**src/rtl/neuron_mac_seq.sv**
```systemverilog
// -----------------------------------------------------------------------------
// neuron_mac_seq
//
// Sequential fixed-point neuron feeding the softplus activation stage.
//
// A vector of N_INPUTS (x, w) pairs is streamed in over a valid/ready
// handshake. Each pair's sign-magnitude product is accumulated at full
// precision (Q*.2*FRAC) in a signed two's-complement accumulator. The bias is
// folded in with the first pair of each vector, pre-scaled by << FRAC so that
// it lines up with the product scale. Once the last pair is in, one FINAL cycle
// truncates the sum back to Q*.FRAC, saturates it to the sign-magnitude range
// and registers it. The result is then held on a valid/ready handshake until
// the activation stage takes it.
//
// Ports
//   clk        in   rising-edge clock
//   reset      in   asynchronous, active-low reset
//   in_valid   in   x_in / w_in / bias are valid
//   in_ready   out  a pair is accepted this cycle if in_valid is also high
//   x_in       in   activation operand, sign-magnitude Q4.11
//   w_in       in   weight operand, sign-magnitude Q4.11
//   bias       in   bias, sign-magnitude Q4.11, sampled with the first pair only
//   out_valid  out  data_out holds a finished result
//   out_ready  in   downstream consumes data_out while out_valid is high
//   data_out   out  neuron result, sign-magnitude Q4.11 (never -0)
//   busy       out  a vector is in progress
//
// ACC_WIDTH must be at least 2*BITSIZE + clog2(N_INPUTS+1) so the
// accumulator can never wrap. Saturation happens only at conversion.
// -----------------------------------------------------------------------------
module neuron_mac_seq #(
    parameter int BITSIZE   = 16,
    parameter int FRAC      = 11,
    parameter int N_INPUTS  = 8,
    parameter int ACC_WIDTH = 40
) (
    input  logic               clk,
    input  logic               reset,
    input  logic               in_valid,
    output logic               in_ready,
    input  logic [BITSIZE-1:0] x_in,
    input  logic [BITSIZE-1:0] w_in,
    input  logic [BITSIZE-1:0] bias,
    output logic               out_valid,
    input  logic               out_ready,
    output logic [BITSIZE-1:0] data_out,
    output logic               busy
);

    // Magnitude width of one sign-magnitude word, and of a full product.
    localparam int MAG_W   = BITSIZE - 1;
    localparam int PROD_W  = 2 * MAG_W;
    localparam int CNT_W   = $clog2(N_INPUTS + 1);
    localparam int MAG_MAX = (2 ** MAG_W) - 1;

    localparam logic [CNT_W-1:0]     COUNT_LAST = CNT_W'(N_INPUTS);
    localparam logic [ACC_WIDTH-1:0] SAT_LIMIT  = ACC_WIDTH'(MAG_MAX);

    typedef enum logic [1:0] {
        IDLE,
        ACCUM,
        FINAL,
        OUTPUT
    } state_t;

    state_t                       state_q,  state_d;
    logic signed [ACC_WIDTH-1:0]  acc_q,    acc_d;
    logic        [CNT_W-1:0]      count_q,  count_d;
    logic        [BITSIZE-1:0]    data_q,   data_d;

    // -------------------------------------------------------------------------
    // Product and bias terms (combinational, valid whenever a pair is offered)
    // -------------------------------------------------------------------------
    logic [MAG_W-1:0]            x_mag;
    logic [MAG_W-1:0]            w_mag;
    logic [PROD_W-1:0]           prod_mag;
    logic                        prod_neg;
    logic signed [ACC_WIDTH-1:0] prod_term;
    logic [ACC_WIDTH-1:0]        bias_mag;
    logic signed [ACC_WIDTH-1:0] bias_term;

    assign x_mag    = x_in[MAG_W-1:0];
    assign w_mag    = w_in[MAG_W-1:0];
    assign prod_mag = PROD_W'(x_mag) * PROD_W'(w_mag);
    // A -0 operand has zero magnitude, so its product is 0 whatever the sign.
    assign prod_neg = x_in[BITSIZE-1] ^ w_in[BITSIZE-1];

    assign prod_term = prod_neg ? -$signed(ACC_WIDTH'(prod_mag))
                                :  $signed(ACC_WIDTH'(prod_mag));

    // Bias is Q*.FRAC; shifting by FRAC brings it to the product's Q*.2*FRAC.
    assign bias_mag  = ACC_WIDTH'({bias[MAG_W-1:0], {FRAC{1'b0}}});
    assign bias_term = bias[BITSIZE-1] ? -$signed(bias_mag) : $signed(bias_mag);

    // -------------------------------------------------------------------------
    // Accumulator to output-word conversion (used in FINAL)
    // -------------------------------------------------------------------------
    logic                 acc_neg;
    logic [ACC_WIDTH-1:0] acc_abs;
    logic [ACC_WIDTH-1:0] acc_shift;
    logic [MAG_W-1:0]     out_mag;
    logic [BITSIZE-1:0]   out_word;

    assign acc_neg   = acc_q[ACC_WIDTH-1];
    assign acc_abs   = acc_neg ? ACC_WIDTH'(-acc_q) : ACC_WIDTH'(acc_q);
    // Shifting the magnitude, not the signed value, truncates toward zero.
    assign acc_shift = acc_abs >> FRAC;
    assign out_mag   = (acc_shift > SAT_LIMIT) ? MAG_W'(MAG_MAX)
                                               : acc_shift[MAG_W-1:0];
    // A zero magnitude is always emitted as +0, never as 0x8000.
    assign out_word  = (out_mag == '0) ? '0 : {acc_neg, out_mag};

    // -------------------------------------------------------------------------
    // Handshake outputs, decoded straight from the state register
    // -------------------------------------------------------------------------
    logic accept;

    assign in_ready  = (state_q == IDLE) || (state_q == ACCUM);
    assign out_valid = (state_q == OUTPUT);
    assign busy      = (state_q != IDLE);
    assign data_out  = data_q;
    assign accept    = in_valid && in_ready;

    // -------------------------------------------------------------------------
    // Next-state and datapath logic
    // -------------------------------------------------------------------------
    logic [CNT_W-1:0] count_inc;

    assign count_inc = count_q + CNT_W'(1);

    always_comb begin
        // NOTE: every signal written here gets a default first, so no path
        // through the case statement can leave one unassigned and infer a latch.
        state_d = state_q;
        acc_d   = acc_q;
        count_d = count_q;
        data_d  = data_q;

        unique case (state_q)
            IDLE: begin
                if (accept) begin
                    // First pair of a vector: the bias enters here, once.
                    acc_d   = bias_term + prod_term;
                    count_d = CNT_W'(1);
                    state_d = (N_INPUTS == 1) ? FINAL : ACCUM;
                end
            end

            ACCUM: begin
                // Without an accept the partial sum and count simply hold.
                if (accept) begin
                    acc_d   = acc_q + prod_term;
                    count_d = count_inc;
                    if (count_inc == COUNT_LAST) begin
                        state_d = FINAL;
                    end
                end
            end

            FINAL: begin
                data_d  = out_word;
                state_d = OUTPUT;
            end

            OUTPUT: begin
                // data_out keeps its value after the handshake; only the
                // accumulation state is cleared for the next vector.
                if (out_ready) begin
                    acc_d   = '0;
                    count_d = '0;
                    state_d = IDLE;
                end
            end

            default: begin
                state_d = IDLE;
                acc_d   = '0;
                count_d = '0;
            end
        endcase
    end

    // -------------------------------------------------------------------------
    // State registers
    // -------------------------------------------------------------------------
    // NOTE: the whole datapath is reset, not just the FSM, so a reset in the
    // middle of a vector or while a result is pending leaves no residue.
    always_ff @(posedge clk or negedge reset) begin
        if (!reset) begin
            state_q <= IDLE;
            acc_q   <= '0;
            count_q <= '0;
            data_q  <= '0;
        end else begin
            // NOTE: non-blocking assignments let every register sample the
            // pre-edge values, independent of statement order.
            state_q <= state_d;
            acc_q   <= acc_d;
            count_q <= count_d;
            data_q  <= data_d;
        end
    end

endmodule

```
**config.mk**
```make
export PLATFORM = sky130hd
export DESIGN_NAME = neuron_mac_seq
export DESIGN_NICKNAME = d
export VERILOG_FILES = /design/src/rtl/neuron_mac_seq.sv
export SDC_FILE = /design/constraint.sdc
export NUM_CORES = 1
export LEC_CHECK = 0
export CAP_MARGIN = 30
export CELL_PAD_IN_SITES_DETAIL_PLACEMENT = 1
export CELL_PAD_IN_SITES_GLOBAL_PLACEMENT = 2
export CORE_ASPECT_RATIO = 0.6
export CORE_UTILIZATION = 39
export DETAILED_ROUTE_END_ITERATION = 8
export PLACE_DENSITY = 0.85
export SETUP_SLACK_MARGIN = 0.2
export SLEW_MARGIN = 20
export SYNTH_ARGS = -nofsm -noshare
export SYNTH_HDL_FRONTEND = slang
export SYNTH_SLANG_ARGS = --single-unit
```
**constraint.sdc**
```tcl
create_clock -name clk -period 5.23 [get_ports clk]
set_clock_uncertainty 0.2 [all_clocks]
set_input_delay 0.7845 -clock clk [delete_from_list [all_inputs] [get_ports clk]]
set_output_delay 0.7845 -clock clk [all_outputs]
set_load 0.02 [all_outputs]
```
Word-level counts from Yosys, hierarchy flattened
Cells that the tools add are included.

operators by class
  multiply operators = 1
  bitwise operators = 1
  reductions and logical operators = 8
  order comparisons = 1
  multiplexer cells = 18
  equality and inequality tests = 8
  add/subtract/negate cells = 6

operators with widths
  kind                  number
  $mux 40               6
  $pmux 40 s3           1
  $add 40x40->40        2
  $neg 26->40           1
  $neg 30->40           1
  $neg 40->40           1
  $mul 15x15->30        1
  $gt 29x15->1 const B  1
  $mux 16               1
  $logic_not 15->1      1
  $mux 15               1
  $mux 4                3
  $pmux 4 s3            1
  $mux 2                4
  $pmux 2 s4            1
  $reduce_and 4->1      2
  $add 4x1->4 const B   1
  $eq 2x2->1 const B    2
  $eq 4x4->1 const B    1
  $ne 2x1->1 const B    2
  $ne 2x2->1 const B    2
  $reduce_bool 3->1     1
  $eq 2x1->1 const B    1
  $logic_not 2->1       1
  4 further kinds       4

storage, ports and cells
  flip-flop bits (word level) = 62
  logic and storage cells = 47
  output and inout port bits = 19
  input port bits = 52

Depth between registers and ports, before layout
Gate-level depths: netlist of run 1.

  word-level depth = 6
  gate-level depth with buffers = 39
  gate-level depth less buffers = 37

Worst setup path before layout of run 1
OpenSTA, ideal clock, no wires.

  path kind = input to register
  from = input port w_in[5]
  to = register acc_q[39]
  library setup time = 0.121 ns
  data required time = 4.909 ns
  data arrival time = 9.025 ns
  slack = -4.116 ns
  path buffers = 1
  stages on the path = 37
  path through = clkbuf_1 -> and2_1 -> fa_1 -> inv_1 -> fa_1 -> inv_1 -> fa_1 -> inv_1 -> fa_1 -> inv_1 -> fa_1 -> inv_1 -> fa_1 -> inv_1 -> ha_1 -> o21a_1 -> nor2_1 -> a31oi_1 -> a21boi_2 -> xnor2_1 -> or3_4 -> or4_4 -> or3_4 -> nor3_2 -> nor2_1 -> xor2_1 -> ha_1 -> a21oi_1 -> o21ai_0 -> a21oi_1 -> a31o_1 -> a21oi_1 -> a211oi_1 -> o21ai_0 -> xnor2_1 -> xnor2_1 -> a22o_1

on the way
  cells in the longest elaborated chain, start to end = 6
  elaborated cells on any way between the ends = 8
  classes of those cells = add/sub (3); mul (1); mux (4)

RTL lines
  item                                      RTL line  source
  start: declaration                        42        input logic [BITSIZE-1:0] w_in,
  $mul 15x15->30 (*)                        84        assign prod_mag = PROD_W'(x_mag) * PROD_W'(w_mag);
  $neg 30->40                               88        assign prod_term = prod_neg ? -$signed(ACC_WIDTH'(prod_mag))
  $mux 40 (*)                               88
  $add 40x40->40, on equally long branches  152, 143
  $mux 40, on equally long branches         151, 141
  $pmux 40 s3 (*)                           139       unique case (state_q)
  end signal: assignment                    191       acc_q <= '0;
  end signal: assignment                    198       acc_q <= acc_d;
  end: declaration                          67        logic signed [ACC_WIDTH-1:0] acc_q, acc_d;

Mark *: on every way between the ends. The rest lies on a longest branch, timed or not. The select of a mux whose other input is x is not followed.
A chain may end at the register's enable or synchronous reset.

Worst setup path after layout of run 1
  from = input port w_in[11]
  to = register acc_q[32]

The elaborated chain is that of the path after synthesis.

==> metrics.log, run 1 <==
INFO  metric status = finished, violations left
INFO  metric violations = negative setup slack
INFO  metric drv.max_cap_violation_count = 0
INFO  metric finalHoldViolations = 0
INFO  metric critical_path_arrival = 9220 ps
INFO  metric utilization = 0.553
INFO  metric detailroute.via_count = 13.6k
INFO  metric yosysWarningCount = 0
INFO  metric layout_common_cells = 331 x buf_4, 217 x inv_1, 186 x nand2_1
INFO  metric detailed_route_wl = 49300 µm
INFO  metric cts_buffers = 9
INFO  metric firstDrtPassIters = 6
INFO  metric number_of_distinct_library_cell_variants_in_the_gate_level_netlist_after_synthesis = 79
INFO  metric ant_nets = 0
INFO  metric fp.dieArea = 36500 µm²
INFO  metric setup_viol = 34
INFO  metric h-tree-depth = 3
INFO  metric fmax_achieved = 109 MHz
INFO  metric layout.cells.most_common = buf_4
INFO  metric synth.ff_latch_count = 62
INFO  metric synthesis.instances = 1679
INFO  metric clkTransAtPathRegs = 60 ps
INFO  metric syn-cell-area = 13900 µm²
INFO  metric unrepaired_setup_endpoints_after_global_routing = true
INFO  metric synth.net_count = 2039
INFO  metric total_congestion_overflow_after_global_routing = 0
INFO  metric avgViaCountPerCell = 5.35
INFO  metric grt_use_total = 0.265
INFO  metric synth_async_sr_flop_share = 1.00
INFO  metric wl_per_cell = 19.4 µm
INFO  metric worst_skew_pair.late_latency = 330 ps
INFO  metric post_route_setup_slack = -3970 ps
INFO  metric worstHoldPathType = flop to flop
INFO  metric post_dp_cell_area = 17700 µm²
INFO  metric final_cell_area = 19400 µm²
INFO  metric worst_reg2reg_path_depth = 17
INFO  metric slowest_stage = or4_4
INFO  metric antenna_found_initial = 2
INFO  metric port-buffer-count = 70
INFO  metric timing.final.max_slew_violations = 0
INFO  metric fp.dieH = 148 µm
INFO  metric core_region_area = 35100 µm²
INFO  metric timing.critical_path.to_type = flop
INFO  metric numClockSinks = 62
INFO  metric die-width = 246 µm
INFO  metric cts_tree = yes
INFO  metric layout.filler_cells = 4070
INFO  metric dp_hpwl = 38300 µm
INFO  metric crit_path_category = input port to flop
INFO  metric detailedRoute.firstIterationViolations = 639
INFO  metric synth_edf_count = 0
INFO  metric largest_net_degree_at_the_start_of_global_routing = 63
INFO  metric worstPathRequired = 5250 ps
INFO  metric syn_avg_cell_area = 8.29 µm²
INFO  metric critical_path_depth = 36
INFO  metric cp-start-kind = input port
INFO  metric multi_input_comb_area = 12400 µm²
INFO  metric globalplace.congestion = 0.841
INFO  metric drc = 0
INFO  metric synth.yosys.seq_area_share = 0.112
INFO  metric grt_first_pass_wirelength = 77900 µm
INFO  metric timing.critical_path.buf_inv = 6
INFO  metric timing.final.crit_share = 1.76
INFO  metric critPathMostFrequentCell = fa_1
INFO  metric clk_root_buffer_cell = clkbuf_16
INFO  metric fraction_of_final_layout_cells_sized_beyond_drive_strength_1 = 0.310
INFO  metric fp-row-count = 53
INFO  metric clock_path_buffers = 2
INFO  metric shortest_period_the_worst_path_allows = 9200 ps
INFO  metric io_pins = 71
INFO  metric worst-slew-pin-transition = 865 ps
INFO  metric timing.slew.headroom = 0.423
INFO  metric critical_path.max_fanout = 4
INFO  metric final_net_count = 2426
INFO  metric ys_dominant_reg_cell = dfrtp_1
INFO  metric flip_flop_and_latch_area = 1550 µm²
INFO  metric synthesis_to_layout_area_growth = 39.4%
INFO  metric initial_util = 0.397
INFO  metric critical_path.top_delay_family = adder cells
INFO  metric vias_in_the_first_global_route = 15.0k
INFO  metric min_delay_path_depth = 2
INFO  metric cp_slowest_stage_delay = 560 ps
[kinds of logic after synthesis]
| group | count (synthesis) | synth area share |
|---|---|---|
| flops | 62 | 0.112 |
| mux | 5 | 0.00369 |
| fa+ha+maj | 308 | 0.368 |
| compound gates | 349 | 0.167 |
| buf+inv | 315 | 0.0857 |
| simple gates | 526 | 0.192 |
| xor+xnor | 114 | 0.0723 |
[synth_stat cells, drive strengths merged, types with 5 or more instances]
| cell type | number | share of area |
|---|---|---|
| and2 | 143 | 0.064 |
| or3 | 11 | 0.0057 |
| a31oi | 16 | 0.0083 |
| nor2 | 61 | 0.016 |
| nor4 | 6 | 0.0027 |
| xnor2 | 57 | 0.036 |
| buf | 5 | 0.0020 |
| fa | 168 | 0.24 |
| o21a | 12 | 0.0065 |
| nor2b | 15 | 0.0067 |
| a211oi | 8 | 0.0050 |
| o21bai | 9 | 0.0049 |
| a21oi | 104 | 0.038 |
| nand3 | 22 | 0.0079 |
| nand2 | 194 | 0.052 |
| nand2b | 7 | 0.0031 |
| o41ai | 11 | 0.0075 |
| and3 | 5 | 0.0022 |
| o31ai | 17 | 0.0099 |
| o21ai | 82 | 0.031 |
| nor3 | 32 | 0.013 |
| ha | 140 | 0.13 |
| dfrtp | 62 | 0.11 |
| nand4 | 11 | 0.0049 |
| a21o | 27 | 0.015 |
| clkbuf | 67 | 0.018 |
| inv | 243 | 0.066 |
| a22o | 25 | 0.016 |
| or4 | 5 | 0.0032 |
| xor2 | 57 | 0.036 |
[stage by stage]
stage / cells / worst slack, ps / hold WS (ps) / setup TNS [ps]
after floorplan: 1679 / -3770 / 259 / -84050
after global placement: 2466 / -4690 / 280 / -121290
after detailed placement: 2467 / -5030 / 299 / -130780
after CTS: 2524 / -3880 / 313 / -96950
after global routing: 2540 / -4280 / 327 / -107900
final: 2540 / -3970 / 312 / -99710
[sequential cells by signal, indices dropped and copies added, names as in the netlist]
name,flops
acc_q,40
data_out,16
count_q,4
state_q,2
[worst register-to-register path: cells and delay by family (launching register included)]
| family | cells | cell delay [ps] |
|---|---|---|
| AND/OR/NAND/NOR | 3 | 500 |
| adder cells (fa/ha/maj) | 3 | 1040 |
| buffers and inverters | 2 | 160 |
| AO/OA/AOI/OAI | 8 | 1840 |
| flip-flops | 1 | 420 |
| XOR/XNOR | 1 | 210 |
[final cells by class]
type,count,area share
multi-input cells,1302,0.637
repair buffers,448,0.189
flip-flops and latches,62,0.0800
inverters,243,0.0472
well taps,467,0.0301
clock buffers,10,0.0118
clock inverters,6,0.00445
diodes,2,0.000258
[repair_timing]
action	in CTS	in global routing
hold buffers	0	0
endpoints found under the setup margin	36	35
setup buffers	40	14
cloned	1	0
pin swaps	145	59
resized for setup	251	90
hold endpoints to repair	0	0
[path summary, 6_finish.rpt]
| path | start | end | slack, ps |
|---|---|---|---|
| hold reg to reg | acc_q[1] | acc_q[1] | 310 |
| hold / removal | acc_q[1] | acc_q[1] | 310 |
| max in group asynchronous | reset | acc_q[8] | 3850 |
| setup / recovery | w_in[11] | acc_q[32] | -3970 |
| min in group asynchronous | reset | acc_q[36] | 430 |
| setup reg to reg | state_q[1] | acc_q[28] | 780 |
[metal layers]
metal	global-route usage	vias up	part of all wire
met5	0	-	0
met4	0.0332	0	0.0093
met3	0.0289	36	0.033
met2	0.454	215	0.49
met1	0.369	7030	0.47
li1	-	6312	-
Power of run 1 is not shown: default switching activity piles up to over one toggle a cycle in this logic, so the estimate is an artifact.
==> run 2, diff against run 1 <==
--- a/config.mk
+++ b/config.mk
@@ -9,5 +9,4 @@
 export CELL_PAD_IN_SITES_DETAIL_PLACEMENT = 1
 export CELL_PAD_IN_SITES_GLOBAL_PLACEMENT = 2
-export CORE_ASPECT_RATIO = 0.6
 export CORE_UTILIZATION = 39
 export DETAILED_ROUTE_END_ITERATION = 8
==> constraint.sdc (replaced) <==
create_clock -name clk -period 5.23 [get_ports clk]
set_clock_uncertainty 0.2 [all_clocks]
set_input_delay 0.523 -clock clk [delete_from_list [all_inputs] [get_ports clk]]
set_output_delay 0.523 -clock clk [all_outputs]
set_load 0.02 [all_outputs]
==> run 2 against run 1 <==
The flow still finishes with violations (negative setup slack). Core utilization rose by 1.2 points. Global-route usage fell by 0.51 points. Worst hold slack got worse by 170 ps. Die area barely moved. Final cell count fell by 0.12%. Via count rose by 1.7%. Register-to-register slack improved by 30 ps.
==> metrics.log, run 2 (synthesis gave the netlist of run 1 again) <==
INFO  metric detailedRoute.firstIterationViolations = 641 (+0.31%)
INFO  metric cts_buffers = 9 (unchanged)
INFO  metric gr-max-usage-layer = met2
INFO  metric grt_use_total = 0.260 (-0.00507)
INFO  metric post_dp_cell_area = 17500 µm² (-0.64%)
INFO  metric largest_register_ffs = 40 (unchanged)
INFO  metric firstDrtPassIters = 5 (-1)
INFO  metric antenna_diode_count = 0 (-2)
INFO  metric shortest_period_the_worst_path_allows = 9130 ps (-73.4 ps)
INFO  metric fraction_of_final_layout_cells_sized_beyond_drive_strength_1 = 0.322 (+0.0118)
INFO  metric unrepaired_setup_endpoints_after_global_routing = true
INFO  metric slowest_stage = or4_4
INFO  metric critical_path.max_fanout = 6 (+2)
INFO  metric post_route_setup_slack = -3900 ps (+73.4 ps)
INFO  metric worst-slew-pin-transition = 800 ps (-65.4 ps)
INFO  metric crit_path_category = input port to flop
INFO  metric finalHoldViolations = 0 (unchanged)
INFO  metric status = finished, violations left
INFO  metric clkTransAtPathRegs = 50 ps (about the same)
INFO  metric cts_tree = yes
INFO  metric violations = negative setup slack
INFO  metric io_pins = 71 (unchanged)
INFO  metric timing.slew.headroom = 0.467 (+0.0436)
INFO  metric vias_in_the_first_global_route = 15.1k (+0.71%)
INFO  metric dp_hpwl = 36200 µm (-5.3%)
INFO  metric fp-row-count = 68 (+28%)
INFO  metric worst_skew_pair.late_latency = 340 ps (about the same)
INFO  metric critPathMostFrequentCell = fa_1
INFO  metric port-buffer-count = 70 (unchanged)
INFO  metric worst_reg2reg_path_depth = 16 (-1)
INFO  metric synthesis_to_layout_area_growth = 41.2%
INFO  metric regMostFlops = acc_q
INFO  metric layout_common_cells = 332 x buf_4, 220 x inv_1, 182 x nand2_1
INFO  metric timing.final.crit_share = 1.75 (-0.0140)
INFO  metric h-tree-depth = 3 (unchanged)
INFO  metric timing.critical_path.to_type = flop
INFO  metric wl_per_cell = 20.8 µm (+7.2%)
INFO  metric critical_path_arrival = 9150 ps (-70 ps)
INFO  metric initial_util = 0.400 (+0.00321)
INFO  metric layout.cells.most_common = buf_4
INFO  metric worstHoldPathType = input port to asynchronous set/reset pin
INFO  metric drc = 0 (unchanged)
INFO  metric setup_viol = 34 (unchanged)
INFO  metric clock_path_buffers = 2 (unchanged)
INFO  metric final_cell_area = 19600 µm² (+1.3%)
INFO  metric die-width = 191 µm (-22%)
INFO  metric fp.dieArea = 36400 µm² (about the same)
INFO  metric avgViaCountPerCell = 5.45 (+1.8%)
INFO  metric ant_nets = 0 (unchanged)
INFO  metric fp.dieH = 191 µm (+29%)
INFO  metric grtUsageMet1 = 0.322 (-0.0464)
INFO  metric fmax_achieved = 110 MHz (+0.80%)
INFO  metric antenna_found_initial = 1 (-1)
INFO  metric number_of_hold_repair_buffers_added_at_the_cts_stage = 0 (unchanged)
INFO  metric detailed_route_wl = 52800 µm (+7.1%)
INFO  metric worstPathRequired = 5250 ps (about the same)
INFO  metric clk_root_buffer_cell = clkbuf_16
INFO  metric core_region_area = 34800 µm² (-0.80%)
INFO  metric largest_net_degree_at_the_start_of_global_routing = 63 (unchanged)
INFO  metric grtUsageMet3 = 0.0169 (-0.0119)
INFO  metric cp-start-kind = input port
INFO  metric drv.max_cap_violation_count = 0 (unchanged)
INFO  metric globalplace.congestion = 0.889 (+5.8%)
INFO  metric timing.final.max_slew_violations = 0 (unchanged)
INFO  metric grtUsageMet2 = 0.477 (+0.0228)
INFO  metric final_net_count = 2438 (+0.49%)
INFO  metric cp_slowest_stage_delay = 570 ps (about the same)
INFO  metric numClockSinks = 62 (unchanged)
INFO  metric grt_first_pass_wirelength = 76100 µm (-2.2%)
INFO  metric total_congestion_overflow_after_global_routing = 0 (unchanged)
INFO  metric detailroute.via_count = 13.8k (+1.7%)
==> run 2: metrics by stage <==
stage	hold WS (ps)	utilization	setup TNS [ps]	std cells	worst slack [ps]
after global placement	279	0.504	-110830	2441	-4260
final	146	0.565	-101840	2537	-3900
after CTS	194	0.544	-90100	2515	-3550
after floorplan	27.4	-	-75470	1679	-3510
after detailed placement	296	0.504	-115880	2442	-4510
after global routing	227	0.565	-106920	2537	-4060
==> run 2: cell type report <==
type,count,area (µm²)
clock inverter,1,5.00
inverter,243,912
tap,455,569
clock buffer,14,264
timing repair buffer,460,3820
multi-input combinational,1302,12500
fill,4044,15200
sequential,62,1550
==> run 2: worst paths after layout <==
kind / startpoint / end / slack (ps)
max: w_in[5] / acc_q[39] / -3900
min: reset / acc_q[38] / 150
max reg2reg: state_q[1] / acc_q[39] / 810
min reg2reg: acc_q[1] / acc_q[1] / 310
max in group asynchronous: reset / acc_q[3] / 4140
min in group clk: acc_q[1] / acc_q[1] / 310
==> run 2: layer usage <==
layer / routed length, µm / share of wire / up-vias
li1: - / - / 6325
met1: 21600 / 0.41 / 7059
met2: 28000 / 0.53 / 312
met3: 1370 / 0.026 / 127
met4: 1920 / 0.036 / 0
met5: 0 / 0 / -
==> run 2: critical path, delay by kind of cell <==
kind / cells / cell delay, ps
buffers and inverters: 10 / 1110
AND/OR/NAND/NOR: 12 / 2300
XOR/XNOR: 4 / 500
AO/OA/AOI/OAI: 6 / 900
adder cells (fa/ha/maj): 8 / 3810
==> run 2: timing repair <==
action	4_1_cts	5_1_grt
gates resized for setup	264	112
pin swaps	147	78
gates cloned	3	0
buffers inserted	55	21
setup endpoints to repair	35	35
Power of run 2 is left out for the same reason.
